**config.mk**
```make
export PLATFORM = sky130hd
export DESIGN_NAME = ddr3_axi_arb
export DESIGN_NICKNAME = d
export VERILOG_FILES = /design/src/rtl/ddr3_axi_arb.sv
export SDC_FILE = /design/constraint.sdc
export NUM_CORES = 1
export LEC_CHECK = 0
export ABC_AREA = 1
export CORE_AREA = 2 2 214 216
export CTS_CLUSTER_SIZE = 14
export DETAILED_ROUTE_END_ITERATION = 10
export DIE_AREA = 0 0 216 218
export PLACE_DENSITY = 0.35
export SYNTH_ARGS = -nofsm -noshare
export SYNTH_HDL_FRONTEND = slang
export SYNTH_SLANG_ARGS = --single-unit
```
**constraint.sdc**
```tcl
create_clock -name clk_i -period 1.5 [get_ports clk_i]
set_input_delay 0.3 -clock clk_i [delete_from_list [all_inputs] [get_ports clk_i]]
set_output_delay 0.3 -clock clk_i [all_outputs]
set_load 0.01 [all_outputs]
```
**src/rtl/ddr3_axi_arb.sv**
```systemverilog
// ddr3_axi_arb
// Two-master AXI4 arbiter in front of the single ddr3_axi slave port.
// Write and read directions are arbitrated independently, each with one
// transaction in flight from address handshake through its final response.
// Bursts and IDs pass through unchanged.
//
// Ports
//   clk_i, rst_i        : clock, asynchronous active-high reset
//   inport_*_i / _o     : per-master AXI channels, master m in slice m
//   outport_*_o / _i    : single AXI master port toward ddr3_axi
//
// Write FSM
//   state  | meaning
//   W_IDLE | no write granted, arbitrating AW requests
//   W_ADDR | AW of wgnt routed downstream
//   W_DATA | W beats of wgnt routed until wlast handshake
//   W_RESP | B routed back to wgnt
// Read FSM
//   state  | meaning
//   R_IDLE | no read granted, arbitrating AR requests
//   R_ADDR | AR of rgnt routed downstream
//   R_DATA | R beats routed to rgnt until rlast handshake
module ddr3_axi_arb #(
   parameter bit FAIR_RR = 1'b1
) (
   input  logic        clk_i,
   input  logic        rst_i,
   input  logic [1:0]  inport_awvalid_i,
   input  logic [63:0] inport_awaddr_i,
   input  logic [7:0]  inport_awid_i,
   input  logic [15:0] inport_awlen_i,
   input  logic [3:0]  inport_awburst_i,
   input  logic [1:0]  inport_wvalid_i,
   input  logic [63:0] inport_wdata_i,
   input  logic [7:0]  inport_wstrb_i,
   input  logic [1:0]  inport_wlast_i,
   input  logic [1:0]  inport_bready_i,
   input  logic [1:0]  inport_arvalid_i,
   input  logic [63:0] inport_araddr_i,
   input  logic [7:0]  inport_arid_i,
   input  logic [15:0] inport_arlen_i,
   input  logic [3:0]  inport_arburst_i,
   input  logic [1:0]  inport_rready_i,
   output logic [1:0]  inport_awready_o,
   output logic [1:0]  inport_wready_o,
   output logic [1:0]  inport_arready_o,
   output logic [1:0]  inport_bvalid_o,
   output logic [3:0]  inport_bresp_o,
   output logic [7:0]  inport_bid_o,
   output logic [1:0]  inport_rvalid_o,
   output logic [63:0] inport_rdata_o,
   output logic [3:0]  inport_rresp_o,
   output logic [7:0]  inport_rid_o,
   output logic [1:0]  inport_rlast_o,
   output logic        outport_awvalid_o,
   output logic [31:0] outport_awaddr_o,
   output logic [3:0]  outport_awid_o,
   output logic [7:0]  outport_awlen_o,
   output logic [1:0]  outport_awburst_o,
   output logic        outport_wvalid_o,
   output logic [31:0] outport_wdata_o,
   output logic [3:0]  outport_wstrb_o,
   output logic        outport_wlast_o,
   output logic        outport_bready_o,
   output logic        outport_arvalid_o,
   output logic [31:0] outport_araddr_o,
   output logic [3:0]  outport_arid_o,
   output logic [7:0]  outport_arlen_o,
   output logic [1:0]  outport_arburst_o,
   output logic        outport_rready_o,
   input  logic        outport_awready_i,
   input  logic        outport_wready_i,
   input  logic        outport_bvalid_i,
   input  logic [1:0]  outport_bresp_i,
   input  logic [3:0]  outport_bid_i,
   input  logic        outport_arready_i,
   input  logic        outport_rvalid_i,
   input  logic [31:0] outport_rdata_i,
   input  logic [1:0]  outport_rresp_i,
   input  logic [3:0]  outport_rid_i,
   input  logic        outport_rlast_i
);

   typedef enum logic [1:0] {W_IDLE, W_ADDR, W_DATA, W_RESP} wstate_t;
   typedef enum logic [1:0] {R_IDLE, R_ADDR, R_DATA} rstate_t;

   wstate_t wstate;
   rstate_t rstate;
   logic    wgnt, rgnt;
   logic    wptr, rptr;
   logic    wpick, rpick;
   // registered per-phase route enables, decoded alongside the state
   logic    aw_en, w_en, b_en, ar_en, r_en;

   // Single requester always wins; with both requesting, round-robin
   // prefers the master that did not win last time.
   always_comb begin
      wpick = 1'b0;
      rpick = 1'b0;
      if (!FAIR_RR) begin
         wpick = ~inport_awvalid_i[0];
         rpick = ~inport_arvalid_i[0];
      end else begin
         wpick = (&inport_awvalid_i) ? ~wptr : inport_awvalid_i[1];
         rpick = (&inport_arvalid_i) ? ~rptr : inport_arvalid_i[1];
      end
   end

   always_ff @(posedge clk_i or posedge rst_i) begin
      if (rst_i) begin
         wstate <= W_IDLE;
         wgnt   <= 1'b0;
         wptr   <= 1'b1;
         aw_en  <= 1'b0;
         w_en   <= 1'b0;
         b_en   <= 1'b0;
      end else begin
         case (wstate)
            W_IDLE: if (|inport_awvalid_i) begin
               wgnt   <= wpick;
               wptr   <= wpick;
               aw_en  <= 1'b1;
               wstate <= W_ADDR;
            end
            W_ADDR: if (outport_awvalid_o && outport_awready_i) begin
               aw_en  <= 1'b0;
               w_en   <= 1'b1;
               wstate <= W_DATA;
            end
            W_DATA: if (outport_wvalid_o && outport_wready_i && outport_wlast_o) begin
               w_en   <= 1'b0;
               b_en   <= 1'b1;
               wstate <= W_RESP;
            end
            W_RESP: if (outport_bvalid_i && outport_bready_o) begin
               b_en   <= 1'b0;
               wstate <= W_IDLE;
            end
            default: begin
               aw_en  <= 1'b0;
               w_en   <= 1'b0;
               b_en   <= 1'b0;
               wstate <= W_IDLE;
            end
         endcase
      end
   end

   always_ff @(posedge clk_i or posedge rst_i) begin
      if (rst_i) begin
         rstate <= R_IDLE;
         rgnt   <= 1'b0;
         rptr   <= 1'b1;
         ar_en  <= 1'b0;
         r_en   <= 1'b0;
      end else begin
         case (rstate)
            R_IDLE: if (|inport_arvalid_i) begin
               rgnt   <= rpick;
               rptr   <= rpick;
               ar_en  <= 1'b1;
               rstate <= R_ADDR;
            end
            R_ADDR: if (outport_arvalid_o && outport_arready_i) begin
               ar_en  <= 1'b0;
               r_en   <= 1'b1;
               rstate <= R_DATA;
            end
            R_DATA: if (outport_rvalid_i && outport_rready_o && outport_rlast_i) begin
               r_en   <= 1'b0;
               rstate <= R_IDLE;
            end
            default: begin
               ar_en  <= 1'b0;
               r_en   <= 1'b0;
               rstate <= R_IDLE;
            end
         endcase
      end
   end

   // Downstream payload always comes from the granted slice.
   assign outport_awvalid_o = aw_en & inport_awvalid_i[wgnt];
   assign outport_awaddr_o  = wgnt ? inport_awaddr_i[63:32] : inport_awaddr_i[31:0];
   assign outport_awid_o    = wgnt ? inport_awid_i[7:4]     : inport_awid_i[3:0];
   assign outport_awlen_o   = wgnt ? inport_awlen_i[15:8]   : inport_awlen_i[7:0];
   assign outport_awburst_o = wgnt ? inport_awburst_i[3:2]  : inport_awburst_i[1:0];
   assign outport_wvalid_o  = w_en & inport_wvalid_i[wgnt];
   assign outport_wdata_o   = wgnt ? inport_wdata_i[63:32]  : inport_wdata_i[31:0];
   assign outport_wstrb_o   = wgnt ? inport_wstrb_i[7:4]    : inport_wstrb_i[3:0];
   assign outport_wlast_o   = inport_wlast_i[wgnt];
   assign outport_bready_o  = b_en & inport_bready_i[wgnt];

   assign outport_arvalid_o = ar_en & inport_arvalid_i[rgnt];
   assign outport_araddr_o  = rgnt ? inport_araddr_i[63:32] : inport_araddr_i[31:0];
   assign outport_arid_o    = rgnt ? inport_arid_i[7:4]     : inport_arid_i[3:0];
   assign outport_arlen_o   = rgnt ? inport_arlen_i[15:8]   : inport_arlen_i[7:0];
   assign outport_arburst_o = rgnt ? inport_arburst_i[3:2]  : inport_arburst_i[1:0];
   assign outport_rready_o  = r_en & inport_rready_i[rgnt];

   // Upstream handshakes reach only the granted master; payloads broadcast.
   assign inport_awready_o = {wgnt, ~wgnt} & {2{aw_en & outport_awready_i}};
   assign inport_wready_o  = {wgnt, ~wgnt} & {2{w_en  & outport_wready_i}};
   assign inport_bvalid_o  = {wgnt, ~wgnt} & {2{b_en  & outport_bvalid_i}};
   assign inport_bresp_o   = {2{outport_bresp_i}};
   assign inport_bid_o     = {2{outport_bid_i}};

   assign inport_arready_o = {rgnt, ~rgnt} & {2{ar_en & outport_arready_i}};
   assign inport_rvalid_o  = {rgnt, ~rgnt} & {2{r_en  & outport_rvalid_i}};
   assign inport_rdata_o   = {2{outport_rdata_i}};
   assign inport_rresp_o   = {2{outport_rresp_i}};
   assign inport_rid_o     = {2{outport_rid_i}};
   assign inport_rlast_o   = {2{outport_rlast_i}};

endmodule
```
== Yosys cells after proc, flatten, opt, wreduce, memory -nomap -nowiden ==
Index checks and enable logic that the tools add are counted.

* Magnitude comparators: 2
* Eq/ne operators: 12
* Mux-type cells: 48
* Bitwise operators: 21
* Reductions and logical operators: 25

{| class="wikitable"
|+ Operators with widths
! kind !! number
|-
| 32-bit two-way mux || 3
|-
| 1-bit two-way mux || 24
|-
| 2-bit two-way mux || 9
|-
| 3-bit AND reduction || 6
|-
| 8-bit two-way mux || 2
|-
| 2-bit != test (second input constant) || 7
|-
| 4-bit two-way mux || 3
|-
| 1-bit bitwise AND || 10
|-
| 2-bit bitwise AND || 5
|-
| 2-bit one-hot mux with 4 select lines || 1
|-
| 2-bit AND reduction || 4
|-
| 1-bit logical AND || 7
|-
| 2-bit == test (second input constant) || 3
|-
| 1-bit inverter || 6
|-
| 1-bit one-hot mux with 2 select lines || 3
|-
| 1-bit one-hot mux with 3 select lines || 2
|-
| 2-bit one-hot mux with 3 select lines || 1
|-
| 2-bit nonzero test || 3
|-
| 2-bit by 1-bit == test with 1-bit output (second input constant) || 2
|-
| 2-bit zero test || 2
|-
| 1-bit by 2-bit less-than comparator with 1-bit output (second input constant) || 2
|-
| 4-bit AND reduction || 1
|-
| 2-bit OR reduction || 2
|}

* Flip-flop bits (word level): 13
* Bits of input ports: 320
* Output and inout bits: 234

== Longest topological paths before layout ==
* Depth after elaboration: 7
* Gate-level depth with buffers: 11
* Mapped depth without buffers: 10

== Worst setup path before layout ==
No wires, ideal clock.

* Path kind: register to output
* Start: register rgnt
* End: output outport_araddr_o[28]
* Data arrival time: 1,060 ps
* Required time: 1,200 ps
* Setup slack: 140 ps
* Stages on the path, launching flop included: 7
* Path through: dfrtp_1 -> buf_2 -> inv_2 -> buf_2 -> buf_2 -> nand2_1 -> nand2_1

* Cells in the longest elaborated chain, start to end: 1

{| class="wikitable"
|+ Ends and longest elaborated chain
! element !! line !! text
|-
| start: declaration || 89 || <nowiki>logic wgnt, rgnt;</nowiki>
|-
| start signal: assignment || 159 || <nowiki>rgnt <= rpick;</nowiki>
|-
| 32-bit two-way mux || 195 || <nowiki>assign outport_araddr_o = rgnt ? inport_araddr_i[63:32] : inport_araddr_i[31:0];</nowiki>
|-
| end: declaration || 66 || <nowiki>output logic [31:0] outport_araddr_o,</nowiki>
|}

No other way between the ends.

== Worst setup path after layout ==
* Start: register wgnt
* End: output outport_wdata_o[19]

* Cells in the longest elaborated chain, start to end: 1

{| class="wikitable"
|+ Ends and longest elaborated chain
! element !! line !! text
|-
| start: declaration || 89 ||
|-
| start signal: assignment || 120 || <nowiki>wgnt <= wpick;</nowiki>
|-
| 32-bit two-way mux || 189 || <nowiki>assign outport_wdata_o = wgnt ? inport_wdata_i[63:32] : inport_wdata_i[31:0];</nowiki>
|-
| end: declaration || 61 || <nowiki>output logic [31:0] outport_wdata_o,</nowiki>
|}

No other way between the ends.

==> flow_metrics.tcl <==
set metrics [dict create \
    status "finished, violations left" \
    violations "setup timing" \
    gp_congestion 0.752 \
    path_clk_slew_ns 0.05 \
    crit_fanout 8 \
    syn_inst 635 \
    cp_cell_sequence "buf_12, clkinv_8, buf_12, buf_12, nand2_4, nand2_2, buf_6" \
    crit_top_cell "buf_12" \
    drc_errors 0 \
    synthTopCellsByCount "nand2_1 (412), buf_4 (90), inv_1 (30)" \
    hp-class "input pin to async pin" \
    routed_wl_um 25200 \
    ys_ff_latch 13 \
    die_area_mm2 0.0471 \
    grt_pass1_vias 5742 \
    post-place-ws_ns -0.594 \
    yosysTopAreaCell "nand2_1" \
    cts_tree "done" \
    htree_levels 1 \
    cpPeakStageDelay_ns 0.56 \
    avgSynthCellArea_um2 4.98 \
    drive_gt1_frac 0.519 \
    first_pass_iters 4 \
    cts_buffer_depth 2 \
    hold_ws_ns 0.339 \
    core.rowCount 78 \
    fmax_mhz 540 \
    synth_area_leaders "nand2_1 (49%), buf_4 (21%), dfrtp_1 (8.7%)" \
    finalCritPeriodShare 1.23 \
    vias_per_cell 3.31 \
    p_per_area_mw_per_mm2 1660 \
    drt_iter0_drc 86 \
    yosysUniqueCellTypes 28 \
    vias 5516 \
    numClockSinks 13 \
    timing.reg2reg.setup_slack_ns -0.16 \
    yosys_warnings 0 \
    synth_top_area_share 0.489 \
    grt_max_degree 16 \
    fin_crit_ns 1.85 \
    grt.overflow.total 0 \
    synth_enable_flop_cells 0 \
    end_kind "output pin" \
    dieHeight_um 218 \
    irDropWorstVdd_v 0.000783 \
    hpwl_um 18100 \
    cts_buffers 3 \
    grtUsageTotal 0.0999 \
    ios 554 \
    start_util 0.0704 \
    ant_nets 0 \
    start_kind "register" \
    clock_latency_ns 0.25 \
    nets 1393 \
    max_slew.worst_pin.slew_ns 0.278 \
    hold_buffers 0 \
    cap_viol_max_count 0 \
    syn2layout_area_growth_pct 224 \
    antenna_cells 0 \
    synth.most_common_cell "nand2_1" \
    setup_slack_ns -0.351 \
    syn_area_mm2 0.00316 \
    worstPathRequired_ns 1.20 \
    core_area_mm2 0.0449 \
    dieWidth_um 216 \
    rsz0062_at_grt "true" \
    antenna_found_initial 0 \
    syn_nets 959 \
    hold_viol 0 \
    cpMaxStageDelayCell "dfrtp_4" \
    finalSetupViolations 149 \
    maxSlewHeadroom 0.814 \
    portBuffers 421 \
    power_uw 17000 \
    async_reset_ff_frac 1.00 \
    grt_pass1_wl_um 35300 \
    ys_seq_area_frac 0.104 \
    synth_ff_type "dfrtp_1" \
    skew_ns 0.00126 \
    arrival_ns 1.55 \
    wl_per_cell_um 15.1 \
    cts-root-buf "clkbuf_16" \
    p_leak_uw 0.00492 \
    slew_violations 0 \
    crit_type "register to output pin" \
]
[worst paths after layout]
kind,start,end,cells past startpoint
min reg2reg,rptr,rptr,2
max,wgnt,outport_wdata_o[19],7
max reg2reg,wgnt,wstate[0],9
min,rst_i,r_en,3
max in group asynchronous,rst_i,wptr,3
min in group clk_i,rptr,rptr,2
[layout by cell type, fill, tap and decap left out, types with 2 or more instances in the layout]
| master | Yosys | final |
|---|---|---|
| nand4_1 | 4 | 4 |
| nor3_4 | 0 | 6 |
| nand2_1 | 412 | 172 |
| ha_1 | 4 | 4 |
| buf_8 | 0 | 12 |
| buf_12 | 0 | 24 |
| buf_6 | 1 | 106 |
| nand3_1 | 4 | 3 |
| o21ai_0 | 4 | 3 |
| clkdlybuf4s50_1 | 0 | 275 |
| nor2_4 | 0 | 2 |
| nor3_2 | 0 | 5 |
| o21bai_1 | 2 | 2 |
| dlygate4sd2_1 | 0 | 2 |
| nor2_2 | 2 | 5 |
| inv_1 | 30 | 30 |
| dfrtp_1 | 11 | 9 |
| a21oi_2 | 0 | 3 |
| buf_16 | 0 | 16 |
| buf_4 | 90 | 38 |
| buf_2 | 17 | 71 |
| o21ai_2 | 0 | 2 |
| clkbuf_16 | 0 | 7 |
| nand2_2 | 3 | 156 |
| nand2_4 | 1 | 88 |
| nor2_1 | 9 | 4 |
| dfstp_2 | 2 | 2 |
[where the power goes]
part | switching (uW) | total, uW | internal (uW) | leakage (uW)
Combinational | 7310 | 15700 | 8410 | 0.00474
Clock | 163 | 523 | 360 | 0.0000382
Sequential | 205 | 765 | 559 | 0.000147
Total | 7680 | 17000 | 9330 | 0.00492
[critical path: cells and delay by family (launching register included)]
kind / cells / cell delay [ns]
flip-flops: 1 / 0.56
AND/OR/NAND/NOR: 2 / 0.14
buffers and inverters: 5 / 0.58
[sequential cells by signal, summed over array words and instances, names as in the netlist]
register  cells
ar_en         1
aw_en         1
b_en          1
r_en          1
rgnt          1
rptr          1
rstate        2
w_en          1
wgnt          1
wptr          1
wstate        2
[routing by layer]
metal | track usage | routed length, um
met3 | 0.0353 | 2450
met1 | 0.0992 | 8470
met2 | 0.195 | 13400
met4 | 0.0272 | 883
met5 | 0 | 0
[final cells by class]
class / count / area (um^2)
Clock buffer: 4 / 78.8
Timing Repair inverter: 1 / 16.3
Fill cell: 5015 / 34700
Tap cell: 600 / 751
Timing Repair Buffer: 548 / 5810
Inverter: 32 / 138
Multi-Input combinational cell: 470 / 3110
Sequential cell: 13 / 333
[logic make-up after synthesis]
kind of cell | synth area share
simple gates | 0.552
buf+inv | 0.297
compound gates | 0.0317
flops | 0.104
fa+ha+maj | 0.0158
[per-stage QoR]
step / cells / area (um^2) / TNS (ns) / utilization
3_5_place_dp: 1588 / 7760 / -48.47 / 0.173
2_1_floorplan: 635 / 3160 / 0 / -
5_1_grt: 1668 / 10200 / -42.24 / 0.228
6_report: 1668 / 10200 / -34.06 / 0.228
4_1_cts: 1661 / 9220 / -37.40 / 0.205
3_3_place_gp: 1588 / 7760 / -49.03 / 0.173
[repair_timing]
item	CTS	global route
endpoints found under the setup margin	152	153
pin swaps	66	75
setup buffers	51	12
cloned	21	4
gates resized for setup	891	250
No activity file was read; power rests on OpenSTA's default activity.
